**config.mk**
```make
export PLATFORM = sky130hd
export DESIGN_NAME = branch_resolver
export DESIGN_NICKNAME = d
export VERILOG_FILES = /design/src/rtl/branch_resolver_pkg.sv /design/src/rtl/branch_resolver_train_fifo.sv /design/src/rtl/branch_resolver.sv
export SDC_FILE = /design/constraint.sdc
export NUM_CORES = 1
export LEC_CHECK = 0
export CORE_ASPECT_RATIO = 1.5
export CORE_UTILIZATION = 54
export DETAILED_ROUTE_END_ITERATION = 12
export PLACE_DENSITY = 0.87
export SYNTH_ARGS = -nofsm -noshare
export SYNTH_HDL_FRONTEND = slang
export SYNTH_HIERARCHICAL = 1
export SYNTH_SLANG_ARGS = --single-unit
```
**constraint.sdc**
```tcl
create_clock -name clk -period 6.95 [get_ports clk]
set_input_delay 1.39 -clock clk [delete_from_list [all_inputs] [get_ports clk]]
set_output_delay 1.39 -clock clk [all_outputs]
set_load 0.01 [all_outputs]
```
**src/rtl/branch_resolver_pkg.sv**
```systemverilog
// Shared types and constants for the branch resolver: FSM states, bus width, PC mask helper.
package branch_resolver_pkg;
  localparam int DATA_W = 32;
  localparam logic [15:0] CNT_MAX = 16'hFFFF;

  typedef enum logic [1:0] {
    ST_IDLE  = 2'd0,
    ST_FLUSH = 2'd1,
    ST_HOLD  = 2'd2
  } state_t;

  // Low w bits set; w >= 32 yields all ones (shift-out then -1 wraps).
  function automatic logic [DATA_W-1:0] pc_mask(input int w);
    return (DATA_W'(1) << w) - DATA_W'(1);
  endfunction
endpackage

```
**src/rtl/branch_resolver_train_fifo.sv**
```systemverilog
// Synchronous training FIFO with extra-MSB pointers; head holds its last value when empty.
module branch_resolver_train_fifo #(
  parameter int W     = 18,
  parameter int DEPTH = 4
) (
  input  logic         clk,
  input  logic         rst,
  input  logic         push,
  input  logic         pop,
  input  logic [W-1:0] din,
  output logic         full,
  output logic         empty,
  output logic [W-1:0] head
);
  localparam int AW = $clog2(DEPTH);

  logic [AW:0]               wr_ptr, rd_ptr;
  logic [DEPTH-1:0][W-1:0]   mem;
  logic [W-1:0]              last_q;
  logic                      do_push, do_pop;

  assign empty   = (wr_ptr == rd_ptr);
  assign full    = (wr_ptr[AW] != rd_ptr[AW]) && (wr_ptr[AW-1:0] == rd_ptr[AW-1:0]);
  assign do_push = push & ~full;
  assign do_pop  = pop & ~empty;
  assign head    = empty ? last_q : mem[rd_ptr[AW-1:0]];

  always_ff @(posedge clk or negedge rst) begin
    if (!rst) begin
      wr_ptr <= '0;
      rd_ptr <= '0;
      mem    <= '0;
      last_q <= '0;
    end else begin
      if (do_push) begin
        mem[wr_ptr[AW-1:0]] <= din;
        wr_ptr              <= wr_ptr + 1'b1;
      end
      if (do_pop) rd_ptr <= rd_ptr + 1'b1;
      // Remember the visible head so it stays on the outputs once drained.
      if (!empty) last_q <= mem[rd_ptr[AW-1:0]];
    end
  end
endmodule

```
**src/rtl/branch_resolver.sv**
```systemverilog
// Resolves branches against predictions, queues training updates, and drives mispredict recovery.
module branch_resolver
  import branch_resolver_pkg::*;
#(
  parameter int TRAIN_DEPTH = 4,
  parameter int PC_W        = 17,
  parameter int FLUSH_HOLD  = 2
) (
  input  logic              clk,
  input  logic              rst,
  input  logic              rdy,
  input  logic              res_valid,
  output logic              res_ready,
  input  logic [DATA_W-1:0] res_pc,
  input  logic              res_taken,
  input  logic [DATA_W-1:0] res_target,
  input  logic [DATA_W-1:0] res_pred_pc,
  output logic              train_valid,
  input  logic              train_ack,
  output logic [DATA_W-1:0] train_pc,
  output logic              train_taken,
  output logic              flush,
  output logic [DATA_W-1:0] flush_pc,
  output logic [15:0]       mispred_cnt
);
  localparam logic [DATA_W-1:0] PC_MASK = pc_mask(PC_W);
  localparam int HW = $clog2(FLUSH_HOLD + 1);

  state_t            state;
  logic [HW-1:0]     hold_cnt;
  logic [DATA_W-1:0] actual;
  logic              mispred, accept, pop, fifo_full, fifo_empty;
  logic [PC_W:0]     head;

  // Carry out of the significant PC bits is dropped by the mask.
  assign actual    = (res_taken ? res_target : res_pc + DATA_W'(4)) & PC_MASK;
  assign mispred   = (actual != (res_pred_pc & PC_MASK));
  assign res_ready = rst & (state == ST_IDLE) & ~fifo_full;
  assign accept    = res_valid & res_ready & rdy;
  assign pop       = train_valid & train_ack & rdy;

  assign train_valid = ~fifo_empty;
  assign train_taken = head[PC_W];
  assign train_pc    = DATA_W'(head[PC_W-1:0]);

  branch_resolver_train_fifo #(.W(PC_W + 1), .DEPTH(TRAIN_DEPTH)) u_fifo (
    .clk   (clk),
    .rst   (rst),
    .push  (accept),
    .pop   (pop),
    .din   ({res_taken, res_pc[PC_W-1:0]}),
    .full  (fifo_full),
    .empty (fifo_empty),
    .head  (head)
  );

  always_ff @(posedge clk or negedge rst) begin
    if (!rst) begin
      state       <= ST_IDLE;
      hold_cnt    <= '0;
      flush       <= 1'b0;
      flush_pc    <= '0;
      mispred_cnt <= '0;
    end else if (rdy) begin
      case (state)
        ST_IDLE: if (accept && mispred) begin
          state    <= ST_FLUSH;
          flush    <= 1'b1;
          flush_pc <= actual;
          if (mispred_cnt != CNT_MAX) mispred_cnt <= mispred_cnt + 16'd1;
        end
        ST_FLUSH: begin
          flush    <= 1'b0;
          state    <= ST_HOLD;
          hold_cnt <= HW'(FLUSH_HOLD);
        end
        ST_HOLD: begin
          if (hold_cnt == HW'(1)) state <= ST_IDLE;
          else                    hold_cnt <= hold_cnt - HW'(1);
        end
        default: state <= ST_IDLE;
      endcase
    end
  end
endmodule

```
-- After elaboration in Yosys (flattened, before gate mapping)
Cells that the tools add are included.
- multiply operators: 0
- add/subtract/negate cells: 5
- bitwise logic cells: 10
- equality and inequality tests: 11
- shift operators: 0
- $lt $le $gt $ge: 3
- muxes and demuxes: 14
- divide/modulo/power cells: 0
- reduce and logical (&&, ||, !) cells: 11
- operators by type and width (kind ; number):
    $bwmux W72 ; 1
    $mux W18 ; 3
    $bmux W18 S2 ; 1
    $demux W18 S2 ; 1
    $add A17 B3 Y17 const B ; 1
    $mux W17 ; 1
    $ne A17 B17 Y1 ; 1
    $add A16 B1 Y16 const B ; 1
    $ne A16 B16 Y1 const B ; 1
    $reduce_and A3 Y1 ; 4
    $and A1 B1 Y1 ; 8
    $add A3 B1 Y3 const B ; 2
    $lt A2 B3 Y1 const B ; 2
    $mux W2 ; 3
    $pmux W2 S3 ; 1
    $eq A2 B1 Y1 const B ; 2
    $ne A2 B2 Y1 const B ; 2
    $pmux W2 S2 ; 1
    $reduce_and A4 Y1 ; 1
    $reduce_bool A2 Y1 ; 2
    $eq A3 B3 Y1 ; 1
    $logic_and A1 B1 Y1 ; 3
    $eq A2 B2 Y1 ; 1
    $eq A2 B2 Y1 const B ; 1
    8 further kinds ; 9
- register bits after elaboration: 134
- bits in latches: 0
- RAM bits: 0
- ROM bits: 0
- memories kept: 0
- input port bits: 102
- logic and storage cells: 66
- output and inout bits: 84

-- Longest topological paths before layout
Gate-level depths: netlist of the first run.
- word-level depth: 9
- mapped depth: 14
- mapped depth without buffers: 9

-- Modules after synthesis
Netlist of the first run, hierarchy kept.
- modules (own cells, without submodules) (module ; instances ; sequential area each (um^2) ; area each (um^2) ; cells an instance):
    branch_resolver_train_fifo ; 1 ; 2402.3 ; 4337.9 ; 253
    branch_resolver ; 1 ; 950.9 ; 3016.6 ; 335

-- Least setup slack after synthesis of the first run
No wires, ideal clock.
- path kind: in2reg
- from: input port res_pc[2]
- to: register flush_pc[10]
- path slack: 3329 ps
- library setup time: 125 ps
- required time: 6825 ps
- data arrival time: 3496 ps
- path buffers: 2
- stages: 11
- cell sequence: ha_1 -> nand4_1 -> nor3_2 -> xnor2_1 -> o221ai_2 -> a2111oi_2 -> and4_1 -> buf_6 -> nor2_4 -> buf_6 -> mux2_4
- word-level cells in the longest chain between the ends: 5
- ends and longest elaborated chain (element ; RTL line ; RTL):
    from (decl) ; branch_resolver.sv:14 ; input logic [DATA_W-1:0] res_pc,
    $add A17 B3 Y17 * ; branch_resolver.sv:36 ; assign actual = (res_taken ? res_target : res_pc + DATA_W'(4)) & PC_MASK;
    $mux W17 * ; branch_resolver.sv:36 ;
    $ne A17 B17 Y1 ; branch_resolver.sv:37 ; assign mispred = (actual != (res_pred_pc & PC_MASK));
    $logic_and A1 B1 Y1 ; branch_resolver.sv:66 ; ST_IDLE: if (accept && mispred) begin
    $reduce_and A3 Y1 (no line) ; - ;
    to (signal assigned) ; branch_resolver.sv:69 ; flush_pc <= actual;
    to (decl) ; branch_resolver.sv:23 ; output logic [DATA_W-1:0] flush_pc,
Every way passes the cells marked *; elsewhere a longest branch is shown, timed or not.
A chain may end at the register's enable or synchronous reset.

-- Worst setup path after layout of the first run
- from: register u_fifo.rd_ptr[2]
- to: output port train_pc[7]
- word-level cells in the longest chain between the ends: 2
- ends and longest elaborated chain (element ; RTL line ; RTL):
    from (decl) ; branch_resolver_train_fifo.sv:17 ; logic [AW:0] wr_ptr, rd_ptr;
    from (signal assigned) ; branch_resolver_train_fifo.sv:39 ; if (do_pop) rd_ptr <= rd_ptr + 1'b1;
    $eq A3 B3 Y1 ; branch_resolver_train_fifo.sv:22 ; assign empty = (wr_ptr == rd_ptr);
    $mux W18 ; - ;
    to (decl) ; branch_resolver.sv:20 ; output logic [DATA_W-1:0] train_pc,
Every way passes these cells.

==> results.tsv, run 1 <==
stage	metric	value	unit
cells_and_area	antenna_cells	0	
synthesis	synth-seq-cells	134	
synthesis	syn_inst	588	
cts	cts_setup_buffers	0	
synthesis	seq_area_frac_synth	0.456	
worst_setup_path	worstSetupPathType	reg -> out	
flow_run	cap_violations	0	
power_and_ir_drop	finalPower	3.79	mW
synthesis	synth-main-ff-cell	dfrtp_1	
global_routing	grt_pass1_vias	5540	
placed_design	place_hpwl	12100	um
worst_setup_path	crit_required	5.56	ns
worst_setup_path	worstPathArrival	3.82	ns
worst_setup_path	end_kind	output pin	
worst_setup_path	cp_max_fo	19	
detailed_routing	wl_per_cell	20.8	um
floorplanning	ios	186	
power_and_ir_drop	ir_drop	0.205	mV
timing	tns	0	ns
synthesis	synth_top_area_cell	dfrtp_1	
worst_setup_path	start_kind	register	
placed_design	routabilityCongestion	0.881	
detailed_routing	firstDrtPassIters	5	
detailed_routing	initialDrtViolationCount	334	
floorplanning	die_h	145	um
power_and_ir_drop	power_density	423	nW/um^2
cts	numCtsBuffers	17	
placed_design	place_inst	834	
timing	max_slew_margin	0.141	
hold_path	hold_path_class	reg -> reg	
detailed_routing	drc	0	
floorplanning	core	13100	sq um
cells_and_area	final_area	8950	sq um
cts	clock_sinks	134	
synthesis	yosys_warnings	6	
timing	rsz0062_at_grt	false	
synthesis	avgSynthCellArea	12.5	sq um
timing	finalSetupViolations	0	
status	status	completed	
timing	timing.fmax	0.192	GHz
cells_and_area	layout-drive-gt1-share	0.235	
power_and_ir_drop	comb_power_share	0.411	
cts	worstSkewPairLatency	0.42	ns
timing	tightest_slew	1.28	ns
global_routing	antenna_found_initial	0	
detailed_routing	antenna_left	0	
cts	cts_buffer_depth	2	
power_and_ir_drop	sw_frac_of_total	0.328	
synthesis	synth_top_area_frac	0.456	
synthesis	yosysMostFrequentCell	dfrtp_1	
global_routing	overflow	0	
worst_setup_path	reg2reg_slack	2.37	ns
floorplanning	initial_core_util	0.559	
cts	ctsHoldBuffers	0	
detailed_routing	vias_per_cell	6.04	
synthesis	async_flop_share	1.00	
synthesis	ys_top_cells_by_area	dfrtp_1 46%, mux2_2 11%, mux4_2 5.5%	
cts	post_cts_resized	0	
cts	clkTransAtPathRegs	0.05	ns
detailed_routing	wl	18000	um
timing	min_period	5.21	ns
synthesis	synth_edf_count	0	
cts	cts-root-buf	clkbuf_16	
placed_design	placed_cell_area	8370	sq um
synthesis	netlist_top_cells_count	134 x dfrtp_1, 75 x mux2_2, 31 x buf_4	
timing	min_period_over_period	0.750	
cells_and_area	instances_no_fill	865	
global_routing	grt_max_degree	80	
power_and_ir_drop	p_switching	1.24	mW
cells_and_area	nets	804	
global_routing	grt_pass1_wl	29100	um
cells_and_area	area_growth	21.7	%
power_and_ir_drop	sequentialPowerShare	0.356	
timing	report.final.slew_viol_count	0	
timing	hold_viol	0	
placed_design	port_buffers	110	
power_and_ir_drop	intPower	2.54	mW
floorplanning	fp.dieW	97.3	um
synthesis	synth.distinct_cells	68	
cts	cts_htree_levels	4	
detailed_routing	vias	5228	
timing	finClkSkew	0.0104	ns
floorplanning	dieArea	14100	sq um
power_and_ir_drop	leakage	3.92	nW
cts	cts_tree	built	
floorplanning	placementRows	51	
synthesis	syn_area	7350	sq um
power_and_ir_drop	p_clk_frac	0.233	
global_routing	track_usage	0.263	
## cells by family (layout without fill, tap and decap cells)
family                   Yosys count  after routing  share of synthesized area
flip-flops                       134            134                      0.456
multiplexers                     127            127                      0.230
buffers and inverters             76            165                     0.0686
adder cells (fa/ha/maj)            8              8                     0.0136
XOR/XNOR                          46             46                     0.0599
AO/OA/AOI/OAI                     68             68                     0.0720
other                              1             30                   0.000510
AND/OR/NAND/NOR                  128            128                     0.0999
## registers in the layout (all words and copies together) (netlist names)
| name | flops |
|---|---|
| state | 2 |
| flush_pc | 17 |
| u_fifo/mem | 72 |
| hold_cnt | 2 |
| u_fifo/last_q | 18 |
| flush | 1 |
| mispred_cnt | 16 |
| u_fifo/wr_ptr | 3 |
| u_fifo/rd_ptr | 3 |
## metal layers
layer / part of all wire / global-route usage / up-vias
li1: - / - / 2304
met1: 0.38 / 0.303 / 2623
met2: 0.52 / 0.456 / 255
met3: 0.057 / 0.0626 / 46
met4: 0.040 / 0.130 / 0
met5: 0 / 0 / -
## metrics by stage
step | hold WS [ns] | setup WS (ns) | util
2_1_floorplan | 0.452 | 3.33 | -
3_3_place_gp | 0.462 | 2.03 | 0.636
3_5_place_dp | 0.469 | 1.96 | 0.636
4_1_cts | 0.481 | 1.74 | 0.681
5_1_grt | 0.500 | 1.54 | 0.681
6_report | 0.477 | 1.74 | 0.681
## final timing paths
check | depth (start not counted) | to | startpoint
worst max-delay path | 4 | train_pc[7] | u_fifo/rd_ptr[2]
min in group asynchronous | 2 | flush_pc[10] | rst
worst max register to register | 8 | u_fifo/mem[19] | u_fifo/rd_ptr[1]
worst min register to register | 1 | u_fifo/mem[54] | u_fifo/mem[54]
max in group asynchronous | 3 | u_fifo/mem[19] | rst
worst min-delay path | 1 | u_fifo/mem[54] | u_fifo/mem[54]
## final cells by class
type	instances	area [sq um]
fill	874	4190
multi-input combinational	407	3610
sequential	134	3350
timing repair buffer	115	1140
clock buffer	21	460
tap	159	199
clock inverter	10	125
inverter	19	71.3
## cell usage in the layout, fill, tap and decap left out, types with 5 or more instances in the layout
cell type	count
dfrtp_1	134
clkdlybuf4s50_1	109
mux2_2	75
nand2_1	30
conb_1	30
xor2_1	26
inv_1	19
xnor2_1	18
mux4_2	18
clkbuf_16	17
nand3_1	16
nor3_1	16
mux2_4	16
o21ai_0	15
mux2_1	15
nor2_1	14
nor4_1	8
nand4_1	8
ha_1	8
a31oi_1	6
a21oi_1	6
buf_4	6
and3_1	5
o21ai_1	5
o31ai_1	5
## power groups by stage
stage / registers (mW) / logic [mW] / clock network (mW)
after detailed placement: 1.35 / 1.54 / 0
after CTS: 1.35 / 1.57 / 0.894
after global routing: 1.38 / 1.67 / 0.930
after floorplan: 1.27 / 1.02 / 0
after global placement: 1.31 / 1.49 / 0
final: 1.35 / 1.56 / 0.884
## critical path, cell delays in order (launching register included)
cell	delay, ns
dfrtp_1	0.41
xor2_1	1.01
or3_1	1.02
mux2_2	0.44
clkdlybuf4s50_1	0.51
Note: power is estimated with default switching activity, not from simulation.
==> run 2: changes to the inputs <==
--- a/config.mk
+++ b/config.mk
@@ -6,9 +6,9 @@
 export NUM_CORES = 1
 export LEC_CHECK = 0
 export CORE_ASPECT_RATIO = 1.5
-export CORE_UTILIZATION = 54
+export CORE_UTILIZATION = 50
 export DETAILED_ROUTE_END_ITERATION = 12
-export PLACE_DENSITY = 0.87
+export PLACE_DENSITY = 0.81
 export SYNTH_ARGS = -nofsm -noshare
 export SYNTH_HDL_FRONTEND = slang
 export SYNTH_HIERARCHICAL = 1
==> constraint.sdc (replaced) <==
create_clock -name clk -period 5 [get_ports clk]
set_input_delay 1 -clock clk [delete_from_list [all_inputs] [get_ports clk]]
set_output_delay 1 -clock clk [all_outputs]
set_load 0.01 [all_outputs]
==> run 2 against run 1 <==
Effect of this change:
- global-route usage fell by 2.3 points
- critical path depth did not move
- die area rose by 7.9%
- power rose by 42%
- worst setup slack got worse by 0.83 ns
- clock skew rose by 0.00069 ns
- final cell count rose by 4.5%
- sequential power rose by 33%
- first-iteration DRC count fell by 25%
- largest cell class unchanged
==> results.tsv, run 2 (synthesis results as in run 1) <==
stage	metric	value	unit	change
floorplanning	die_h	151	um	was 145 um
power_and_ir_drop	power_density	593	nW/um^2	was 423 nW/um^2
floorplanning	initial_core_util	0.518		was 0.559
timing	tightest_slew	1.16	ns	was 1.28 ns
timing	rsz0062_at_grt	false		unchanged
cts	cts-root-buf	clkbuf_16		unchanged
worst_setup_path	cp_slowest_stage_delay	0.93	ns	was 1.02 ns
cts	cts_setup_buffers	0		unchanged
worst_setup_path	rr_startpoint	u_fifo/rd_ptr[0]		was u_fifo/rd_ptr[1]
timing	timing.fmax	0.244	GHz	
floorplanning	fp.dieW	101	um	was 97.3 um
worst_setup_path	worstSetupPathType	reg -> out		unchanged
cells_and_area	area_growth	23.7	%	was 21.7%
cts	cts_buffer_depth	2		unchanged
detailed_routing	initialDrtViolationCount	251		was 334
worst_setup_path	worst-path-stages	4		unchanged
worst_setup_path	cp_top_family	simple AND/OR/NAND/NOR gates		unchanged
timing	max_slew_margin	0.226		was 0.141
detailed_routing	drc	0		unchanged
detailed_routing	antenna_left	0		unchanged
power_and_ir_drop	ir_drop	0.332	mV	was 0.205 mV
cts	ctsHoldBuffers	0		unchanged
worst_setup_path	worstPathArrival	3.09	ns	was 3.82 ns
floorplanning	placementRows	53		was 51
floorplanning	core	14200	sq um	was 13100 sq um
cells_and_area	antenna_cells	0		unchanged
worst_setup_path	crit_required	4.00	ns	was 5.56 ns
detailed_routing	wl	17300	um	was 18000 um
worst_setup_path	end_kind	output pin		unchanged
floorplanning	dieArea	15200	sq um	was 14100 sq um
global_routing	grt_max_degree	71		was 80
cells_and_area	final_common_cell	dfrtp_1		unchanged
hold_path	min_path_cells	1		unchanged
global_routing	antenna_found_initial	0		unchanged
timing	finClkSkew	0.0111	ns	was 0.0104 ns
cells_and_area	fin_util	0.641		was 0.681
flow_run	cap_violations	0		unchanged
status	status	completed		unchanged
cts	cts_tree	built		unchanged
worst_setup_path	cp_max_fo	19		unchanged
worst_setup_path	start_kind	register		unchanged
cts	numCtsBuffers	17		unchanged
cts	clkTransAtPathRegs	0.06	ns	was 0.05 ns
hold_path	min_from	u_fifo/mem[54]		unchanged
timing	tns	0	ns	unchanged
power_and_ir_drop	finalPower	5.39	mW	was 3.79 mW
detailed_routing	wl_per_cell	19.1	um	was 20.8 um
placed_design	placed_cell_area	8440	sq um	was 8370 sq um
worst_setup_path	worstRegToRegCells	10		was 8
placed_design	port_buffers	110		unchanged
timing	hold_viol	0		unchanged
cts	clock_sinks	134		unchanged
cells_and_area	layout-drive-gt1-share	0.243		was 0.235
timing	finalSetupViolations	0		unchanged
detailed_routing	vias_per_cell	5.69		was 6.04
global_routing	grt_pass1_vias	5421		was 5540
timing	report.final.slew_viol_count	0		unchanged
detailed_routing	firstDrtPassIters	5		unchanged
worst_setup_path	path_cells	xor2_1, or3_1, mux2_2, clkdlybuf4s50_1		unchanged
worst_setup_path	cp-startpoint	u_fifo/rd_ptr[1]		was u_fifo/rd_ptr[2]
cts	post_cts_resized	0		unchanged
hold_path	hold_path_class	reg -> reg		unchanged
worst_setup_path	cp_num_buf_inv	1		unchanged
global_routing	overflow	0		unchanged
cells_and_area	layout_common_cells	134 x dfrtp_1, 109 x clkdlybuf4s50_1, 75 x mux2_2		unchanged
cells_and_area	reg_top3	u_fifo/mem x72, u_fifo/last_q x18, flush_pc x17		unchanged
global_routing	track_usage	0.240		was 0.263
worst_setup_path	critPathSlowestCell	or3_1		unchanged
cts	worstSkewPairLatency	0.41	ns	was 0.42 ns
placed_design	routabilityCongestion	0.831		was 0.881
global_routing	grt_pass1_wl	27500	um	was 29100 um
floorplanning	ios	186		unchanged
cells_and_area	regMostFlops	u_fifo/mem		unchanged
cells_and_area	nets	809		was 804
timing	min_period	4.09	ns	
timing	min_period_over_period	0.819		
cells_and_area	final_area	9100	sq um	was 8950 sq um
cts	cts_htree_levels	4		unchanged
cells_and_area	largest_reg_flops	72		unchanged
placed_design	place_hpwl	11900	um	was 12100 um
power_and_ir_drop	leakage	3.99	nW	was 3.92 nW
detailed_routing	vias	5146		was 5228
cells_and_area	fill_cells	1060		was 874
## run 2: changes by cell type in the layout (fill, tap and decap cells not counted), sizes merged
cell / before / now
buf: 6 / 11
clkbuf: 21 / 20
clkinv: 4 / 5
inv: 19 / 20
bufinv: 2 / 5
clkinvlp: 4 / 1
## run 2: final timing paths
check | endpoint | slack [ns]
max | train_pc[6] | 0.91
min | u_fifo/mem[54] | 0.48
max reg2reg | u_fifo/mem[57] | 1.36
min reg2reg | u_fifo/mem[54] | 0.48
max in group asynchronous | u_fifo/wr_ptr[2] | 2.79
min in group asynchronous | flush_pc[16] | 0.83
## run 2: per-layer routing
metal	GRT usage	wire length, um	up-vias
met5	0	0	-
met4	0.123	492	0
met3	0.0395	811	40
met2	0.427	9160	207
met1	0.275	6820	2590
li1	-	-	2309
## run 2: cell type report
type	instances	area [sq um]	share of cell area
repair buffers	120	1170	0.129
multi-input cells	407	3610	0.396
clock inverters	12	199	0.0219
clock buffers	20	457	0.0502
flip-flops and latches	134	3350	0.368
well taps	192	240	0.0264
inverters	19	71.3	0.00784
## run 2: stage by stage
stage	hold WS (ns)	instances	setup WS (ns)
after floorplan	0.452	617	1.77
after global placement	0.462	872	0.672
after detailed placement	0.474	872	0.594
after CTS	0.487	904	0.869
after global routing	0.500	904	0.750
final	0.482	904	0.906
## run 2: power breakdown
group | internal, mW | leakage [nW] | switching (mW)
registers | 1.53 | 1.71 | 0.274
logic | 1.26 | 1.96 | 0.953
clock network | 0.912 | 0.320 | 0.462
total | 3.70 | 3.99 | 1.69
